`config.mk`:
```
export PLATFORM = sky130hd
export DESIGN_NAME = wb_stage
export DESIGN_NICKNAME = d
export VERILOG_FILES = /design/src/rtl/wb_stage.sv
export SDC_FILE = /design/constraint.sdc
export NUM_CORES = 1
export LEC_CHECK = 0
export CORE_MARGIN = 4
export CORE_UTILIZATION = 49
export DETAILED_ROUTE_END_ITERATION = 10
export PLACE_DENSITY = 0.8
export REMOVE_ABC_BUFFERS = 1
export SLEW_MARGIN = 20
export SYNTH_ARGS = -nofsm -noshare
export SYNTH_HDL_FRONTEND = slang
export SYNTH_SLANG_ARGS = --single-unit
```
`constraint.sdc`:
```
create_clock -name clk -period 2.9 [get_ports clk]
set_clock_uncertainty 0.2 [all_clocks]
set_input_delay 0.29 -clock clk [delete_from_list [all_inputs] [get_ports clk]]
set_output_delay 0.29 -clock clk [all_outputs]
set_load 0.005 [all_outputs]
```
`src/rtl/wb_stage.sv`:
```
// MEM/WB pipeline register and writeback datapath: load extraction, write-data select,
// register-file write port, WB forwarding path and a retired-instruction counter.
module wb_stage #(
    parameter logic [31:0] RESET_CNT = 32'd0
) (
    input  logic        clk,
    input  logic        clrn,
    input  logic        mem_valid,
    input  logic        mem_regwr,
    input  logic [4:0]  mem_rd,
    input  logic [31:0] mem_alu,
    input  logic [31:0] mem_dmem,
    input  logic [2:0]  mem_ldtype,
    input  logic [1:0]  mem_wdsel,
    input  logic [31:0] mem_pc,
    input  logic        wb_stall,
    input  logic        wb_flush,
    output logic        rf_wr,
    output logic [4:0]  rf_a3,
    output logic [31:0] rf_wd,
    output logic        wb_valid,
    output logic        fwd_en,
    output logic [4:0]  fwd_rd,
    output logic [31:0] fwd_data,
    output logic [31:0] retired_cnt
);

    localparam logic [2:0] LD_LH  = 3'd1;
    localparam logic [2:0] LD_LHU = 3'd2;
    localparam logic [2:0] LD_LB  = 3'd3;
    localparam logic [2:0] LD_LBU = 3'd4;

    logic        valid_q,  valid_d;
    logic        regwr_q,  regwr_d;
    logic [4:0]  rd_q,     rd_d;
    logic [31:0] alu_q,    alu_d;
    logic [31:0] dmem_q,   dmem_d;
    logic [2:0]  ldtype_q, ldtype_d;
    logic [1:0]  wdsel_q,  wdsel_d;
    logic [31:0] pc_q,     pc_d;
    logic [31:0] cnt_q,    cnt_d;
    logic        retire;
    logic [31:0] load_val;
    logic [31:0] wd;

    // Little-endian sub-word extraction; a[0] is ignored for halfwords, no alignment trap.
    function automatic logic [31:0] load_extract(input logic [2:0]  ldtype,
                                                 input logic [1:0]  a,
                                                 input logic [31:0] w);
        logic [15:0] h;
        logic [7:0]  b;
        h = a[1] ? w[31:16] : w[15:0];
        case (a)
            2'd0:    b = w[7:0];
            2'd1:    b = w[15:8];
            2'd2:    b = w[23:16];
            default: b = w[31:24];
        endcase
        case (ldtype)
            LD_LH:   load_extract = {{16{h[15]}}, h};
            LD_LHU:  load_extract = {16'h0000, h};
            LD_LB:   load_extract = {{24{b[7]}}, b};
            LD_LBU:  load_extract = {24'h000000, b};
            default: load_extract = w;
        endcase
    endfunction

    always_comb begin
        valid_d  = valid_q;
        regwr_d  = regwr_q;
        rd_d     = rd_q;
        alu_d    = alu_q;
        dmem_d   = dmem_q;
        ldtype_d = ldtype_q;
        wdsel_d  = wdsel_q;
        pc_d     = pc_q;
        if (wb_flush) begin
            valid_d  = 1'b0;
            regwr_d  = 1'b0;
            rd_d     = '0;
            alu_d    = '0;
            dmem_d   = '0;
            ldtype_d = '0;
            wdsel_d  = '0;
            pc_d     = '0;
        end else if (!wb_stall) begin
            valid_d  = mem_valid;
            regwr_d  = mem_regwr;
            rd_d     = mem_rd;
            alu_d    = mem_alu;
            dmem_d   = mem_dmem;
            ldtype_d = mem_ldtype;
            wdsel_d  = mem_wdsel;
            pc_d     = mem_pc;
        end
    end

    // A flush retires the instruction already in WB; only the incoming one is dropped.
    assign retire = valid_q & (~wb_stall | wb_flush);
    assign cnt_d  = cnt_q + {31'd0, retire};

    always_ff @(posedge clk or negedge clrn) begin
        if (!clrn) begin
            valid_q  <= 1'b0;
            regwr_q  <= 1'b0;
            rd_q     <= '0;
            alu_q    <= '0;
            dmem_q   <= '0;
            ldtype_q <= '0;
            wdsel_q  <= '0;
            pc_q     <= '0;
            cnt_q    <= RESET_CNT;
        end else begin
            valid_q  <= valid_d;
            regwr_q  <= regwr_d;
            rd_q     <= rd_d;
            alu_q    <= alu_d;
            dmem_q   <= dmem_d;
            ldtype_q <= ldtype_d;
            wdsel_q  <= wdsel_d;
            pc_q     <= pc_d;
            cnt_q    <= cnt_d;
        end
    end

    assign load_val = load_extract(ldtype_q, alu_q[1:0], dmem_q);

    always_comb begin
        case (wdsel_q)
            2'd1:    wd = load_val;
            2'd2:    wd = pc_q + 32'd8;
            default: wd = alu_q;
        endcase
    end

    assign rf_wr       = valid_q & regwr_q & (rd_q != 5'd0);
    assign rf_a3       = rd_q;
    assign rf_wd       = wd;
    assign wb_valid    = valid_q;
    assign fwd_en      = rf_wr;
    assign fwd_rd      = rf_a3;
    assign fwd_data    = rf_wd;
    assign retired_cnt = cnt_q;

endmodule

```
Word-level counts from Yosys, hierarchy flattened
Index checks and enable logic that the tools add are counted.

cells by class
  $add $sub $neg = 2
  reduce and logical (&&, ||, !) cells = 2
  equality and inequality tests = 9
  muxes and demuxes = 20
  bitwise gates (word level) = 5

operators with widths
  operator                                               count
  2-to-1 mux 32 bit                                      6
  case mux 32 bit (4 select lines)                       1
  case mux 32 bit (2 select lines)                       1
  adder 32 x 1 -> 32 bit                                 1
  adder 32 x 4 -> 32 bit, second input constant          1
  case mux 8 bit (3 select lines)                        1
  2-to-1 mux 16 bit                                      1
  2-to-1 mux 5 bit                                       2
  == test 3 x 2 -> 1 bit, second input constant          2
  2-to-1 mux 3 bit                                       2
  nonzero test 5 bit                                     1
  == test 2 x 1 -> 1 bit, second input constant          2
  == test 2 bit, second input constant                   2
  2-to-1 mux 1 bit                                       4
  2-to-1 mux 2 bit                                       2
  bitwise AND 1 bit                                      3
  == test 3 x 1 -> 1 bit, second input constant          1
  == test 3 bit, second input constant                   1
  zero test 2 bit                                        1
  inequality test 2 x 1 -> 1 bit, second input constant  1
  NOT 1 bit                                              1
  OR 1 bit                                               1

word-level totals
  flip-flop bits (word level) = 140
  output and inout bits = 109
  bits of input ports = 112

Logic depth before layout (Yosys ltp)
Gate-level depths: netlist (run 1).

  depth in word-level cells = 4
  mapped depth = 11
  gate-level depth less buffers = 9

Least setup slack after synthesis (run 1)
OpenSTA, ideal clock, no wires.

  kind = in2reg
  start point = input port wb_stall
  end point = register cnt_q[26], in the netlist retired_cnt[26]
  library setup time = 0.124 ns
  data required time = 2.576 ns
  arrival = 2.303 ns
  stages on the path = 11
  slack = 0.273 ns
  path through = clkbuf_1 buf_2 buf_2 a21boi_0 ha_1 ha_1 nand3_1 nor2_1 and3_1 nand2_1 xnor2_1

between the ends
  cells in the longest elaborated chain, start to end = 4

RTL lines
  element                 line  text
  from (decl)             16    input logic wb_stall,
  NOT 1 bit               99    assign retire = valid_q & (~wb_stall | wb_flush);
  OR 1 bit                99
  bitwise AND 1 bit       99
  adder 32 x 1 -> 32 bit  100   assign cnt_d = cnt_q + {31'd0, retire};
  via cnt_d[26]           41    logic [31:0] cnt_q, cnt_d;
  to (signal assigned)    122   cnt_q <= cnt_d;
  to (decl)               41

The timed path passes the listed nets, and every way through them passes these cells.
A chain may end at the register's enable or synchronous reset.

Worst setup path in the final report (run 1)
  start point = register dmem_q[31]
  end point = output port rf_wd[30]

between the ends
  cells in the longest elaborated chain, start to end = 3
  elaborated cells on any way between the ends = 4
  classes of those cells = mux: 4

RTL lines
  element                                                               line    text
  from (decl)                                                           37      logic [31:0] dmem_q, dmem_d;
  from (signal assigned)                                                118     dmem_q <= dmem_d;
  case mux 8 bit (3 select lines) or 2-to-1 mux 16 bit (tied branches)  53, 52
  case mux 32 bit (4 select lines) *                                    59      case (ldtype)
  case mux 32 bit (2 select lines) *                                    129     case (wdsel_q)
  to (decl)                                                             20      output logic [31:0] rf_wd,

Mark *: on every way between the ends. The rest lies on a longest branch, timed or not.

==> results of run 1 <==
[logic make-up after synthesis]
| logic type | count (synthesis) |
|---|---|
| DFF | 140 |
| and+or+nand+nor | 308 |
| AOI/OAI and AO/OA | 82 |
| adders and majority gates | 6 |
| xor gates and xnor gates | 60 |
| muxes | 123 |
| buffers and inverters | 97 |
[how the worst max path moves through the flow]
stage | cells after the start | to | slack, ps | from
floorplan | 4 | fwd_data[12] | 70 | ldtype_q[2]
global placement | 7 | fwd_data[20] | 130 | wdsel_q[0]
detailed placement | 6 | rf_wd[21] | 100 | pc_q[6]
CTS | 7 | fwd_data[14] | -100 | alu_q[0]
global route | 8 | rf_wd[30] | -170 | dmem_q[31]
finish | 8 | rf_wd[30] | -130 | dmem_q[31]
[power by group]
group / switching (mW) / total (mW) / internal (mW)
sequential: 0.144 / 2.22 / 2.07
clock: 0.815 / 2.09 / 1.28
combinational: 0.487 / 1.04 / 0.550
[state kept, by name (all words and copies together) (netlist names)]
register     count
retired_cnt     32
pc_q            32
ldtype_q         3
wdsel_q          2
fwd_rd           5
wb_valid         1
alu_q           32
dmem_q          32
regwr_q          1
[layout by cell type (no fill, tap or decap), types with 9 or more instances in the layout]
| cell | Yosys | routed |
|---|---|---|
| a22oi_1 | 10 | 10 |
| and3_1 | 17 | 15 |
| buf_4 | 41 | 49 |
| clkbuf_16 | 0 | 17 |
| clkbuf_2 | 0 | 16 |
| clkdlybuf4s50_1 | 0 | 156 |
| dfrtp_1 | 140 | 131 |
| dfrtp_2 | 0 | 9 |
| dlygate4sd2_1 | 0 | 35 |
| mux2i_1 | 121 | 118 |
| nand2_1 | 59 | 56 |
| nand3_1 | 23 | 22 |
| nand4_1 | 17 | 17 |
| nor2_1 | 151 | 149 |
| o221ai_2 | 1 | 13 |
| xnor2_1 | 34 | 32 |
| xor2_1 | 26 | 22 |
[what timing repair did]
action | 4_1_cts | 5_1_grt
hold endpoints to repair | 50 | 0
setup buffers | 10 | 18
hold buffers | 1 | 0
endpoints found under the setup margin | 64 | 49
resized for setup | 102 | 85
cloned | 0 | 1
pin swaps | 9 | 6
[routing by layer]
layer | up-vias | track usage | share of wire
li1 | 3262 | - | -
met1 | 3387 | 0.356 | 0.41
met2 | 370 | 0.411 | 0.47
met3 | 53 | 0.0769 | 0.089
met4 | 0 | 0.0767 | 0.022
met5 | - | 0 | 0
[stage by stage]
step	std cells	instance area (µm²)	power [mW]
CTS	1238	11000	5.33
global placement	1197	10200	3.19
detailed placement	1197	10200	3.21
floorplan	729	7480	2.56
global route	1257	11300	5.57
finish	1257	11300	5.35
[final cells by class]
class / count / area, µm² / area share
sequential: 140 / 3510 / 0.311
multi-input combinational: 579 / 4290 / 0.379
inverter: 10 / 37.5 / 0.00332
timing repair buffer: 282 / 2650 / 0.234
tap: 216 / 270 / 0.0239
clock buffer: 20 / 447 / 0.0395
clock inverter: 10 / 118 / 0.0104
[worst register-to-register path: stages, from the launching register on]
cell,delay [ps]
dfrtp_1,400
a21boi_0,300
ha_1,270
nand4_1,120
or3_1,520
nor3_4,210
nand4_1,150
xnor2_1,150
==> flow_summary.toml, run 1 <==
[run_status]
status = "finished with violations"
violations = "negative setup slack"

[synthesis]
synthAdderAreaFrac = 0.00908
synth_area_leader_cell = "dfrtp_1"
ys_seq_area_frac = 0.438
synth-simple-area-share = 0.178
synth_compound_area_frac = 0.0833
synth_edf_count = 0
synthDistinctLibCells = 57
synth-warning-count = 0
synth_top_area_share = 0.438
avgSynthCellArea_um2 = 9.79
ys_ff_latch = 140
synthTopCellsByCount = "nor2_1 (151), dfrtp_1 (140), mux2i_1 (121)"
synthMuxAreaShare = 0.156
async_reset_ff_frac = 1.00
synth_most_common_cell = "nor2_1"
synthTopCellsByArea = "dfrtp_1 (44%), mux2i_1 (15%), nor2_1 (7.1%)"
syn_area_mm2 = 0.00799
synthFlopType = "dfrtp_1"
synth_top_family_by_area = "simple AND/OR/NAND/NOR gates"
synthCells = 816
synthXorXnorAreaFrac = 0.0658

[cells_and_area]
nets = 1147
final_util = 0.710
antenna_cells = 0
syn2layout_area_growth_pct = 41.6
layout-drive-gt1-share = 0.173
nFillCells = 1178

[global_route]
grt_pass1_wl_um = 37600
grt_pass1_vias = 6797
grt_start_max_net_pins = 109
grt_overflow = 0
grt_usage = 0.263
antenna_found_initial = 0

[worst_setup_path]
path_class = "reg2out"
path_cells = "buf_4 -> mux2i_1 -> a32oi_2 -> o221ai_2 -> buf_6 -> nor2_1 -> a221o_1 -> dlygate4sd2_1"
cp.required_ps = 2410
critPathMaxStageDelay_ps = 430
cpLargestDelayFamily = "compound AO/OA/AOI/OAI gates"
cp-start-kind = "register"
rrSetupSlack_ps = 460
rr_startpoint = "wb_valid"
worst-path-buf-inv = 3
rr_worst_depth = 7
critPathSlowestCell = "dfrtp_1"
reg2reg_to = "retired_cnt[23]"
crit_path_end_kind = "output pin"
critPathMaxFanout = 11
arrival_ps = 2540

[die]
fp-row-count = 46
core_mm2 = 0.0159
io_pins = 221
die_y_um = 136
start_util = 0.501
die_x_um = 136
dieArea_mm2 = 0.0184

[timing]
setup_slack_ps = -132
setup_tns_ps = -301
worst_slew_pin_slew_ps = 803
timing.hold.ws_ps = 194
rsz0062_at_grt = "yes"
max_freq_ghz = 0.330
setup_viol = 3
slew_violations = 0
finalCritPeriodShare = 1.05
period_needed_ps = 3030
hold_viol = 0
relSlewSlack = 0.465

[pwr]
vdd_drop_max_mv = 0.436
leakage_nw = 5.32
pwr_density_cell_mw_per_mm2 = 472

[worst_hold_path]
hp-class = "in2async"

[detailed_routing]
ant_nets = 0
num_vias = 7072
drc = 0
avgRoutedWirePerCell_um = 19.7
drt-total-wl_um = 24800
vias_per_cell = 5.63
drt_iter0_drc = 784
first_pass_iters = 6

[cts]
cts_buffers = 17
cts_buffer_depth = 2
htreeDepth = 4
clkLatencyLatePin_ps = 420
clk_pin_slew_ps = 60
cts_tree = "built"
ctsRootBufferMaster = "clkbuf_16"
clkSinkCount = 140

[placed_design]
dp_hpwl_um = 17200
gp_congestion = 0.926
io_buffers = 220
dp_slack_ps = 103

[job]
drv_cap = 0
No activity file was read; power rests on OpenSTA's default activity.
==> inputs of run 2 (changes only) <==
CORE_UTILIZATION = 44   (was 49)
CTS_CLUSTER_DIAMETER = 30   (was not set)
PLACE_DENSITY = 0.73   (was 0.8)
==> run 2 against run 1 <==
- the run still ends with negative setup slack left
- core utilization shrank 5.9 points
- total power grew 9.5%
- combinational power is essentially flat
- non-clock buffer count grew 9
- hold slack lost 38 ps
- clock power grew 23%
- flip-flop and latch count is the same
- critical path type unchanged
- highest routed layer unchanged
==> flow_summary.toml, run 2 (synthesized netlist as in run 1, its figures left out) <==
[global_route]
grt_start_max_net_pins = 109
grt_usage = 0.238
grt_overflow = 0
grt_pass1_vias = 6846
antenna_found_initial = 1
grt_pass1_wl_um = 37800

[cells_and_area]
layout-drive-gt1-share = 0.180
final_common_cell = "clkdlybuf4s50_1"
syn2layout_area_growth_pct = 45.8
nets = 1156
final_cell_area_mm2 = 0.0117
layout_common_cells = "clkdlybuf4s50_1 (153), nor2_1 (148), dfrtp_1 (135)"

[worst_setup_path]
cp-start-kind = "register"
cp.required_ps = 2410
critPathMaxStageDelay_ps = 420
critPathSlowestCell = "dfrtp_1"
crit_path_end_kind = "output pin"
worst-path-buf-inv = 3
arrival_ps = 2430
cpLargestDelayFamily = "compound AO/OA/AOI/OAI gates"
path_cells = "buf_6 -> maj3_2 -> inv_2 -> o21a_1 -> a221oi_1 -> o21ai_1 -> dlygate4sd2_1"
path_class = "reg2out"
critPathMaxFanout = 9

[placed_design]
gp_congestion = 0.876
place_area_mm2 = 0.0103
dp_hpwl_um = 17300
io_buffers = 220

[detailed_routing]
num_vias = 7172
avgRoutedWirePerCell_um = 19.7
drt-total-wl_um = 25200
drt_iter0_drc = 613
ant_nets = 0
drc = 0
first_pass_iters = 9
vias_per_cell = 5.59

[timing]
worst_slew_pin_slew_ps = 795
finalCritPeriodShare = 1.01
period_needed_ps = 2920
relSlewSlack = 0.470
max_freq_ghz = 0.342
setup_slack_ps = -20.9
setup_tns_ps = -36.5
hold_viol = 0
slew_violations = 0
rsz0062_at_grt = "yes"
setup_viol = 2

[cts]
cts_tree = "built"
clkLatencyLatePin_ps = 420
cts_buffer_depth = 2
clk_pin_slew_ps = 60
cts_buffers = 17
htreeDepth = 4
clkSinkCount = 140
ctsRootBufferMaster = "clkbuf_16"

[die]
dieArea_mm2 = 0.0204
start_util = 0.446
die_y_um = 143
core_mm2 = 0.0179
die_x_um = 143
fp-row-count = 49
io_pins = 221

[pwr]
pwr_density_cell_mw_per_mm2 = 503
leakage_nw = 5.43
vdd_drop_max_mv = 0.470

[run_status]
violations = "negative setup slack"
status = "finished with violations"

[worst_hold_path]
hp-class = "in2reg"

[job]
drv_cap = 0
## run 2: what timing repair did
item,4_1_cts,5_1_grt
buffers inserted,15,19
endpoints found under the setup margin,64,35
gates resized for setup,124,76
endpoints found under the hold margin,49,0
pin swaps,20,34
cloned,1,1
hold buffers,1,0
## run 2: cell type report
cell class	instances	area (µm²)
Clock inverter	15	269
Inverter	10	37.5
Clock buffer	17	425
Antenna cell	1	2.50
Sequential cell	140	3510
Fill cell	1397	6250
Multi-Input combinational cell	579	4350
Tap cell	229	287
Timing Repair Buffer	291	2780
## run 2: where the power goes
part	switching, mW	internal (mW)	total [mW]
clock network	0.876	1.70	2.58
logic	0.502	0.572	1.07
registers	0.136	2.07	2.21
## run 2: per-layer routing
layer / share of wire / global-route usage / wire length [µm] / vias to the layer above
met2: 0.47 / 0.372 / 11800 / 361
met5: 0 / 0 / 0 / -
li1: - / - / - / 3283
met1: 0.41 / 0.313 / 10300 / 3469
met4: 0.029 / 0.0890 / 734 / 0
met3: 0.095 / 0.0747 / 2400 / 59
## run 2: per-stage QoR
stage | instances | worst slack [ps] | util | total power, mW | hold slack (ps)
3_3_place_gp | 1213 | 44.5 | 0.573 | 3.20 | 63.1
4_1_cts | 1262 | -104 | 0.630 | 5.80 | 145
2_1_floorplan | 729 | 69.4 | - | 2.56 | -206
3_5_place_dp | 1213 | 29.5 | 0.573 | 3.22 | 64.4
6_report | 1282 | -20.9 | 0.651 | 5.86 | 157
5_1_grt | 1282 | -83.1 | 0.651 | 6.08 | 171
## run 2: worst paths after layout
path,start,end,slack [ps],cells past startpoint
setup / recovery,ldtype_q[0],fwd_data[7],-20,7
hold / removal,wb_stall,retired_cnt[0],160,3
setup reg to reg,wb_valid,retired_cnt[10],550,8
hold reg to reg,retired_cnt[31],retired_cnt[31],290,1
max in group asynchronous,clrn,retired_cnt[0],1520,3
min in group asynchronous,clrn,alu_q[2],170,2
## run 2: worst register-to-register path: cells and delay by family (launching register included)
kind / cells / cell delay, ps
simple gates: 3 / 630
flops: 1 / 390
compound gates: 1 / 240
xor+xnor: 1 / 140
buf+inv: 1 / 200
fa+ha+maj: 2 / 490
